File: config.mk
export PLATFORM = sky130hd
export DESIGN_NAME = mem_bus_arbiter
export DESIGN_NICKNAME = d
export VERILOG_FILES = /design/src/rtl/mem_arb_pkg.sv /design/src/rtl/mem_size_mask.sv /design/src/rtl/mem_bus_arbiter.sv
export SDC_FILE = /design/constraint.sdc
export NUM_CORES = 1
export LEC_CHECK = 0
export CELL_PAD_IN_SITES_DETAIL_PLACEMENT = 0
export CELL_PAD_IN_SITES_GLOBAL_PLACEMENT = 1
export CORE_ASPECT_RATIO = 1.4
export CORE_MARGIN = 10
export CORE_UTILIZATION = 25
export CTS_CLUSTER_SIZE = 24
export DETAILED_ROUTE_END_ITERATION = 6
export PLACE_DENSITY_LB_ADDON = 0.1
export SETUP_SLACK_MARGIN = 0.4
export SLEW_MARGIN = 5
export SYNTH_ARGS = -nofsm -noshare
export SYNTH_HDL_FRONTEND = slang
export SYNTH_SLANG_ARGS = --single-unit
File: constraint.sdc
create_clock -name clock -period 25.2 [get_ports clock]
set_input_delay 7.56 -clock clock [delete_from_list [all_inputs] [get_ports clock]]
set_output_delay 7.56 -clock clock [all_outputs]
set_load 0.02 [all_outputs]
File: src/rtl/mem_arb_pkg.sv
// Shared types and constants for the memory bus arbiter: FSM states, access
// size codes, one-hot grant codes and the wait-counter width.
package mem_arb_pkg;

    typedef enum logic [1:0] {
        IDLE   = 2'd0,
        ACCESS = 2'd1,
        DONE   = 2'd2
    } arb_state_e;

    localparam logic [1:0] SZ_B = 2'b00;
    localparam logic [1:0] SZ_H = 2'b01;
    localparam logic [1:0] SZ_W = 2'b10;
    localparam logic [1:0] SZ_D = 2'b11;

    // Grant codes are one-hot {dma, cpu}.
    localparam logic [1:0] GNT_NONE = 2'b00;
    localparam logic [1:0] GNT_CPU  = 2'b01;
    localparam logic [1:0] GNT_DMA  = 2'b10;

    // Wide enough for WAIT_CYCLES-1 with WAIT_CYCLES up to 15.
    localparam int CNT_W = 4;

endpackage

File: src/rtl/mem_size_mask.sv
// Zero-extends bus read data to the access size: byte, half, word or the
// full double.
module mem_size_mask
    import mem_arb_pkg::*;
#(
    parameter int DATA_W = 64
) (
    input  logic [DATA_W-1:0] data_i,
    input  logic [1:0]        size_i,
    output logic [DATA_W-1:0] data_o
);

    always_comb begin
        data_o = '0;
        case (size_i)
            SZ_B:    data_o[7:0]  = data_i[7:0];
            SZ_H:    data_o[15:0] = data_i[15:0];
            SZ_W:    data_o[31:0] = data_i[31:0];
            default: data_o       = data_i;
        endcase
    end

endmodule

File: src/rtl/mem_bus_arbiter.sv
// Two-requester (cpu/dma) arbiter for the shared memory bus: IDLE -> ACCESS
// for WAIT_CYCLES cycles -> DONE (one-cycle ack). Define ARB_ROUND_ROBIN_EN
// for round-robin tie breaking; otherwise the CPU always wins ties.
//
// Handshake: a requester raises req with we/addr/wdata/size stable and holds
// it until its ack pulses for one cycle; the access is committed on the IDLE
// edge that samples req, so dropping req afterwards neither aborts it nor
// suppresses the ack. rdata is valid during ack and holds until the next
// access by the same requester.
module mem_bus_arbiter
    import mem_arb_pkg::*;
#(
    parameter int ADDR_W      = 32,
    parameter int DATA_W      = 64,
    parameter int WAIT_CYCLES = 2
) (
    input  logic              clock,
    input  logic              reset,
    input  logic              cpu_req,
    input  logic              cpu_we,
    input  logic [ADDR_W-1:0] cpu_addr,
    input  logic [DATA_W-1:0] cpu_wdata,
    input  logic [1:0]        cpu_size,
    output logic              cpu_ack,
    output logic [DATA_W-1:0] cpu_rdata,
    input  logic              dma_req,
    input  logic              dma_we,
    input  logic [ADDR_W-1:0] dma_addr,
    input  logic [DATA_W-1:0] dma_wdata,
    input  logic [1:0]        dma_size,
    output logic              dma_ack,
    output logic [DATA_W-1:0] dma_rdata,
    output logic              mem_select,
    output logic              mem_write_en,
    output logic [ADDR_W-1:0] mem_address,
    output logic [DATA_W-1:0] mem_wdata,
    output logic [1:0]        mem_size,
    input  logic [DATA_W-1:0] mem_rdata,
    output logic [1:0]        grant,
    output logic              busy,
    output logic [1:0]        state_dbg
);

    arb_state_e        state_q, state_d;
    logic [CNT_W-1:0]  cnt_q, cnt_d;
    logic [1:0]        grant_q;
    logic              we_q;
    logic [ADDR_W-1:0] addr_q;
    logic [DATA_W-1:0] wdata_q;
    logic [1:0]        size_q;
    logic [DATA_W-1:0] cpu_rdata_q;
    logic [DATA_W-1:0] dma_rdata_q;
    logic [DATA_W-1:0] masked_rdata;
    logic [DATA_W-1:0] load_data;
    logic              any_req;
    logic              pick_dma;
    logic              last_access;

    assign any_req     = cpu_req | dma_req;
    assign last_access = (state_q == ACCESS) && (cnt_q == '0);

`ifdef ARB_ROUND_ROBIN_EN
    logic [1:0] last_grant_q;

    // On a tie the requester that did not win last time goes first.
    assign pick_dma = dma_req & (~cpu_req | (last_grant_q == GNT_CPU));
`else
    assign pick_dma = dma_req & ~cpu_req;
`endif

    mem_size_mask #(.DATA_W(DATA_W)) u_size_mask (
        .data_i (mem_rdata),
        .size_i (size_q),
        .data_o (masked_rdata)
    );

    // Stores complete with zero read data.
    assign load_data = we_q ? '0 : masked_rdata;

    always_ff @(posedge clock or posedge reset) begin
        if (reset) begin
            state_q <= IDLE;
            cnt_q   <= '0;
        end else begin
            state_q <= state_d;
            cnt_q   <= cnt_d;
        end
    end

    always_comb begin
        state_d = state_q;
        cnt_d   = cnt_q;
        case (state_q)
            IDLE: begin
                if (any_req) begin
                    state_d = ACCESS;
                    cnt_d   = CNT_W'(WAIT_CYCLES - 1);
                end
            end
            ACCESS: begin
                if (cnt_q == '0) state_d = DONE;
                else             cnt_d   = cnt_q - 1'b1;
            end
            DONE:    state_d = IDLE;
            default: state_d = IDLE;
        endcase
    end

    always_ff @(posedge clock or posedge reset) begin
        if (reset) begin
            grant_q     <= GNT_NONE;
            we_q        <= 1'b0;
            addr_q      <= '0;
            wdata_q     <= '0;
            size_q      <= SZ_B;
            cpu_rdata_q <= '0;
            dma_rdata_q <= '0;
`ifdef ARB_ROUND_ROBIN_EN
            last_grant_q <= GNT_DMA;
`endif
        end else begin
            if (state_q == IDLE && any_req) begin
                grant_q <= pick_dma ? GNT_DMA   : GNT_CPU;
                we_q    <= pick_dma ? dma_we    : cpu_we;
                addr_q  <= pick_dma ? dma_addr  : cpu_addr;
                wdata_q <= pick_dma ? dma_wdata : cpu_wdata;
                size_q  <= pick_dma ? dma_size  : cpu_size;
`ifdef ARB_ROUND_ROBIN_EN
                last_grant_q <= pick_dma ? GNT_DMA : GNT_CPU;
`endif
            end
            if (last_access) begin
                if (grant_q == GNT_DMA) dma_rdata_q <= load_data;
                else                    cpu_rdata_q <= load_data;
            end
            if (state_q == DONE) grant_q <= GNT_NONE;
        end
    end

    // Bus outputs are forced to zero outside ACCESS so an idle bus is quiet.
    always_comb begin
        mem_select   = (state_q == ACCESS);
        mem_write_en = 1'b0;
        mem_address  = '0;
        mem_wdata    = '0;
        mem_size     = SZ_B;
        if (mem_select) begin
            mem_write_en = we_q;
            mem_address  = addr_q;
            mem_wdata    = wdata_q;
            mem_size     = size_q;
        end
        cpu_ack   = (state_q == DONE) && (grant_q == GNT_CPU);
        dma_ack   = (state_q == DONE) && (grant_q == GNT_DMA);
        cpu_rdata = cpu_rdata_q;
        dma_rdata = dma_rdata_q;
        grant     = grant_q;
        busy      = (state_q != IDLE);
        state_dbg = state_q;
    end

endmodule

==> flow_summary.json, run 1 <==
{
  "min-delay-start": "addr_q[5]$_DFFE_PP0P_",
  "pwr-share-comb_pct": 50.7,
  "fp.dieW_um": 196,
  "via_count": 8564,
  "postSynthAreaPerCell_um2": 12.8,
  "maxCapViolCount": 0,
  "avgViaCountPerCell": 4.50,
  "finalCritPeriodShare_pct": 43.5,
  "grt_max_degree": 107,
  "regToRegSetupSlack_ns": 21.40,
  "worst_r2r_path_depth": 6,
  "synth_area_um2": 10800,
  "slew_headroom_pct": 28.6,
  "r2r_end": "dma_rdata[17]$_DFFE_PP0P_",
  "seqPwrFrac_pct": 29.2,
  "numClockSinks": 235,
  "dr.pass1.iters": 6,
  "ys_ff_latch": 235,
  "numPortBuffers": 500,
  "fin_setup_tns_ns": 0,
  "remaining_drc_errors": 0,
  "wl_met2_mm": 20.2,
  "p_sw_share_pct": 37.6,
  "synth_cell_types": 34,
  "fp.dieArea_um2": 52200,
  "htreeDepth": 1,
  "routedWlPerCell_um": 23.0,
  "slowest_delay_ns": 0.70,
  "clockRootBuffer": "clkbuf_16",
  "crit_buf_inv": 2,
  "cts.repair.resized": 0,
  "p_per_area_nw_per_um2": 124,
  "tritoncts": "done",
  "insertion_delay_ns": 0.56,
  "rsz0062_at_grt": "false",
  "grt_overflow": 0,
  "wl_met1_mm": 17.6,
  "ant_nets": 0,
  "synthTopCellsByArea": "dfrtp_1 54%, and2_1 13%, mux2_4 8.3%, a221o_1 7.8%, mux2_2 7.3%",
  "coreArea_um2": 43000,
  "synth_cells": 848,
  "finalHoldViolations": 0,
  "layout.nets": 1596,
  "path_delay_family": "buffers and inverters",
  "cp_cell_sequence": "nand2b_1 > inv_6 > and2_1 > clkdlybuf4s50_1",
  "grt_pass1_vias": 9615,
  "grtUsageTotal_pct": 16.1,
  "numCtsBuffers": 28,
  "drive_above_1_share_pct": 14.5,
  "die_h_um": 266,
  "finalSetupViolCount": 0,
  "start_kind": "flop",
  "cts.hold.buffers_added": 0,
  "place.gp.congestion": 0.731,
  "boundaryPins": 501,
  "leakagePower_nw": 7.69,
  "whs_endpoint": "addr_q[5]$_DFFE_PP0P_",
  "routed_wl_mm": 43.7,
  "p_int_mw": 1.34,
  "worstSetupEndpointType": "output port",
  "synth_edf_count": 0,
  "drt-initial-drc-count": 382,
  "vdd_drop_max_mv": 0.0785,
  "synth_area_leader_cell": "dfrtp_1",
  "p_sw_mw": 0.809,
  "synthArstFlopShare_pct": 100,
  "clock_power_share_pct": 20.1,
  "rows": 90,
  "power.total_mw": 2.15,
  "cpMaxStageDelayCell": "inv_6",
  "dp_hpwl_mm": 31.4,
  "initial_core_util_pct": 25.2,
  "clk_path_buf_depth": 3,
  "syn2layout_area_growth_pct": 59.7,
  "status": "finished clean",
  "critPathArrivalTime_ns": 3.40,
  "synth.top_cell.area_share_pct": 54.3,
  "hold_path.class": "flop to flop",
  "clkSlewWorstSetupHoldPaths_ns": 0.06,
  "wl_met3_mm": 5.12,
  "skew_ns": 0.0150,
  "drv_slew": 0,
  "fmax_mhz": 91.3,
  "grt_pass1_wl_mm": 64.7,
  "critical_path_class": "flop to output port",
  "synth-main-ff-cell": "dfrtp_1",
  "cp.required_ns": 17.64,
  "syn-num-nets": 1116,
  "yosysSeqAreaShare_pct": 54.3,
  "min_path_cells": 1,
  "antenna_found_initial": 11,
  "worstPathMaxFanout": 91,
  "tightest_slew_ns": 1.07,
  "worstReg2RegStart": "state_dbg[1]$_DFFE_PP0P_",
  "post-route-min-period_ns": 10.96,
  "ys_warn_count": 0,
  "postCtsSetupRepairBufs": 0,
  "highest_layer": "met5"
}
[per-stage QoR]
| step | hold slack [ns] | cells | util (%) | worst slack (ns) | area (um^2) |
|---|---|---|---|---|---|
| 2_1_floorplan | 0.470 | 848 | - | 11.19 | 10800 |
| 3_3_place_gp | 0.484 | 1850 | 38.0 | 14.60 | 16300 |
| 3_5_place_dp | 0.490 | 1850 | 38.0 | 14.57 | 16300 |
| 4_1_cts | 0.506 | 1898 | 40.2 | 14.14 | 17300 |
| 5_1_grt | 0.518 | 1899 | 40.2 | 14.00 | 17300 |
| 6_report | 0.500 | 1903 | 40.3 | 14.24 | 17300 |
[synthesized netlist by cell type, types with 4 or more instances]
cell and count:
dfrtp_1 235, and2_1 227, a221o_1 84, mux2_2 70, mux2_4 60, clkbuf_1 36, inv_1 20, buf_2 17
mux2i_1 15, nor2_1 15, o22ai_1 14, nor2b_1 11, buf_6 7, nor3_1 5, a21oi_1 4
[final cells by class]
cell class	count	area (um^2)
antenna	5	12.5
sequential	235	5880
multi-input combinational	531	4590
clock inverter	8	149
tap	552	691
timing repair buffer	511	5090
inverter	21	91.3
fill	4187	25700
clock buffer	40	817
[layout by cell type, fill, tap and decap left out, drive strengths merged]
| cell type | synthesis | layout |
|---|---|---|
| nor4bb | 1 | 1 |
| o22ai | 14 | 14 |
| o21ba | 1 | 1 |
| clkdlybuf4s50 | 0 | 500 |
| dfrtp | 235 | 235 |
| and3b | 1 | 1 |
| mux2i | 15 | 15 |
| a21boi | 1 | 1 |
| nor2b | 11 | 11 |
| a221o | 84 | 84 |
| nand4b | 1 | 1 |
| nor4b | 1 | 1 |
| inv | 21 | 22 |
| a22oi | 1 | 1 |
| clkinv | 0 | 1 |
| and2 | 227 | 227 |
| nor3b | 3 | 3 |
| nand3 | 1 | 1 |
| a31o | 1 | 1 |
| buf | 25 | 11 |
| mux2 | 130 | 130 |
| nor2 | 15 | 15 |
| nor3 | 5 | 5 |
| or2 | 2 | 2 |
| clkinvlp | 0 | 2 |
| o21ai | 3 | 3 |
| o21a | 1 | 1 |
| diode | 0 | 5 |
| bufinv | 0 | 4 |
| nand2b | 3 | 3 |
| ha | 2 | 2 |
| a21oi | 4 | 4 |
| nand2 | 3 | 3 |
| clkbuf | 36 | 40 |
[logic make-up (layout without fill, tap and decap cells)]
kind of cell	after synthesis	in the layout	synth area share (%)
buffers and inverters	82	580	3.60
other	0	5	0
adders and majority gates	2	2	0.231
and+or+nand+nor	274	274	15.7
DFF	235	235	54.3
muxes	145	145	17.0
AOI/OAI and AO/OA	110	110	9.27
[metal layers]
| layer | GRT usage, % | vias up |
|---|---|---|
| li1 | - | 3929 |
| met1 | 19.0 | 4182 |
| met2 | 25.5 | 376 |
| met3 | 7.90 | 61 |
| met4 | 4.16 | 16 |
| met5 | 0 | - |
[worst max path at each step]
stage                                   from                      end  depth (start not counted)  slack, ns
detailed placement                     reset  wdata_q[40]$_DFFE_PP0P_                          4      14.57
global placement                       reset   addr_q[12]$_DFFE_PP0P_                          4      14.60
finish              state_dbg[1]$_DFFE_PP0P_             mem_write_en                          4      14.24
floorplan                              reset    addr_q[0]$_DFFE_PP0P_                          1      11.19
global route        state_dbg[0]$_DFFE_PP0P_             mem_write_en                          4      14.00
CTS                 state_dbg[1]$_DFFE_PP0P_             mem_write_en                          4      14.14
[power by group through the flow]
| stage | registers (mW) | logic [mW] | clock network, mW |
|---|---|---|---|
| 4_1_cts | 0.630 | 1.12 | 0.449 |
| 5_1_grt | 0.649 | 1.17 | 0.466 |
| 3_3_place_gp | 0.633 | 1.11 | 0 |
| 2_1_floorplan | 0.704 | 0.513 | 0 |
| 3_5_place_dp | 0.631 | 1.12 | 0 |
| 6_report | 0.628 | 1.09 | 0.432 |
[worst reg2reg max path, cell delays in order (launching register included)]
cell and delay (ns):
dfrtp_1 0.54, nand2b_1 0.78, inv_6 0.43, nand4b_1 0.30, buf_4 0.49, buf_4 0.77, mux2_4 0.39
[state kept, by name, summed over array words and instances, names as in the netlist]
signal and flops:
addr_q 32, cnt_q 4, cpu_rdata 64, dma_rdata 64
grant 2, size_q 2, state_dbg 2, wdata_q 64
we_q 1
(Power assumes the default switching activity.)
==> run 2: changes to the inputs <==
Clock period 25.2 ns to 11.4 ns, I/O delays scaled along.
==> run 2 against run 1 <==
Effect of this change:
- critical path depth stayed put
- cell area about the same
- clock-buffer cell count is 2 lower
- via count down 0.60%
- final cell count is essentially flat
- global-route usage about the same
==> flow_summary.json, run 2 (synthesis results as in run 1) <==
{
  "wl_met1_mm": 17.7,
  "grt_pass1_wl_mm": 64.5,
  "dp_hpwl_mm": 32.2,
  "clockRootBuffer": "clkbuf_16",
  "wl_met2_mm": 20.5,
  "pwr-share-comb_pct": 50.4,
  "via_count": 8513,
  "rsz0062_at_grt": "false",
  "fin_setup_tns_ns": 0,
  "holdWs_ns": 0.502,
  "finalSetupViolCount": 0,
  "path_delay_family": "buffers and inverters",
  "drive_above_1_share_pct": 14.5,
  "post-route-min-period_ns": 6.70,
  "fp.dieArea_um2": 52200,
  "crit_buf_inv": 2,
  "tritoncts": "done",
  "highest_layer": "met5",
  "hold_path.class": "flop to flop",
  "seqPwrFrac_pct": 29.7,
  "coreArea_um2": 43000,
  "cpMaxStageDelayCell": "clkdlybuf4s50_1",
  "p_sw_mw": 1.77,
  "place.gp.congestion": 0.766,
  "nFillCells": 4183,
  "wl_met3_mm": 4.85,
  "leakagePower_nw": 7.69,
  "p_sw_share_pct": 37.4,
  "fmax_mhz": 149,
  "register_area_um2": 5880,
  "maxCapViolCount": 0,
  "worstSetupEndpointType": "output port",
  "initial_core_util_pct": 25.2,
  "slew_headroom_pct": 30.3,
  "grt_pass1_vias": 9415,
  "multi_input_area_um2": 4590,
  "vdd_drop_max_mv": 0.126,
  "insertion_delay_ns": 0.54,
  "slowest_delay_ns": 0.69,
  "clkSlewWorstSetupHoldPaths_ns": 0.06,
  "finalHoldViolations": 0,
  "rows": 90,
  "clock_power_share_pct": 19.9,
  "cts.hold.buffers_added": 0,
  "status": "finished clean",
  "htreeDepth": 1,
  "drv_slew": 0,
  "worstReg2RegStart": "state_dbg[1]$_DFFE_PP0P_",
  "dr.pass1.iters": 4,
  "clk_path_buf_depth": 3,
  "numClockSinks": 235,
  "syn2layout_area_growth_pct": 59.6,
  "skew_ns": 0.00636,
  "worstPathMaxFanout": 91,
  "p_int_mw": 2.97,
  "ant_nets": 0,
  "avgViaCountPerCell": 4.48,
  "min-delay-start": "cpu_rdata[23]$_DFFE_PP0P_",
  "cp.required_ns": 7.98,
  "final_common_cell": "clkdlybuf4s50_1",
  "drt-initial-drc-count": 339,
  "antenna_found_initial": 10,
  "grt_max_degree": 113,
  "final_cell_mix": "500 x clkdlybuf4s50_1, 235 x dfrtp_1, 226 x and2_1, 84 x a221o_1, 70 x mux2_2",
  "die_h_um": 266,
  "routed_wl_mm": 43.8,
  "cts.repair.resized": 0,
  "boundaryPins": 501,
  "cp_cell_sequence": "nand2b_1 > inv_6 > and2_1 > clkdlybuf4s50_1",
  "grtUsageTotal_pct": 16.1,
  "placed_area_um2": 16300,
  "critPathArrivalTime_ns": 3.28,
  "numPortBuffers": 500,
  "routedWlPerCell_um": 23.0,
  "critical_path_class": "flop to output port",
  "remaining_drc_errors": 0,
  "postLayoutCellArea_um2": 17300,
  "tightest_slew_ns": 1.05,
  "grt_overflow": 0,
  "finalCritPeriodShare_pct": 58.8,
  "numCtsBuffers": 27,
  "layout.nets": 1595,
  "startpoint": "state_dbg[1]$_DFFE_PP0P_",
  "p_per_area_nw_per_um2": 274,
  "postCtsSetupRepairBufs": 0,
  "start_kind": "flop",
  "fp.dieW_um": 196
}
==> run 2: cell count changes in the layout (fill, tap and decap cells not counted) <==
cell,before,now
inv_6,2,1
clkinv_2,1,2
clkbuf_8,5,6
bufinv_16,4,5
clkbuf_16,29,27
clkbuf_1,6,5
==> run 2: power by group through the flow <==
| stage | sequential, mW | clock [mW] | combinational [mW] |
|---|---|---|---|
| floorplan | 1.56 | 0 | 1.13 |
| global placement | 1.43 | 0 | 2.42 |
| detailed placement | 1.41 | 0 | 2.44 |
| CTS | 1.41 | 0.980 | 2.44 |
| global route | 1.46 | 1.01 | 2.56 |
| finish | 1.41 | 0.941 | 2.39 |
==> run 2: cell type report <==
type | instances | share of cell area [%]
inverters | 21 | 0.528
diodes | 5 | 0.0723
well taps | 552 | 3.99
flip-flops and latches | 235 | 34.0
multi-input cells | 531 | 26.5
clock inverters | 9 | 1.01
repair buffers | 511 | 29.4
clock buffers | 38 | 4.49
==> run 2: routing by layer <==
layer	GRT usage [%]	up-vias
met5	0	-
met4	3.52	14
met1	18.8	4147
met3	7.58	51
li1	-	3939
met2	26.3	362
==> run 2: worst reg2reg max path, stage by stage (launching register included) <==
cell,delay (ns)
dfrtp_1,0.53
nand2b_1,0.75
inv_6,0.39
nand4b_1,0.29
buf_4,0.48
buf_4,0.76
mux2_4,0.41
==> run 2: metrics by stage <==
| step | cells | utilization, % | setup slack, ns | power (mW) |
|---|---|---|---|---|
| 2_1_floorplan | 848 | - | 1.53 | 2.69 |
| 3_3_place_gp | 1850 | 38.0 | 5.19 | 3.85 |
| 3_5_place_dp | 1850 | 38.0 | 5.15 | 3.86 |
| 4_1_cts | 1897 | 40.2 | 4.62 | 4.84 |
| 5_1_grt | 1898 | 40.2 | 4.48 | 5.02 |
| 6_report | 1902 | 40.2 | 4.70 | 4.74 |
==> run 2: worst paths after layout <==
path,slack (ns),cells after the start,to
max in group asynchronous,6.49,3,wdata_q[43]$_DFFE_PP0P_
worst min-delay path,0.50,1,cpu_rdata[23]$_DFFE_PP0P_
worst max register to register,7.66,6,dma_rdata[10]$_DFFE_PP0P_
min in group asynchronous,3.44,2,cpu_rdata[38]$_DFFE_PP0P_
worst max-delay path,4.70,4,mem_write_en
worst min register to register,0.50,1,cpu_rdata[23]$_DFFE_PP0P_
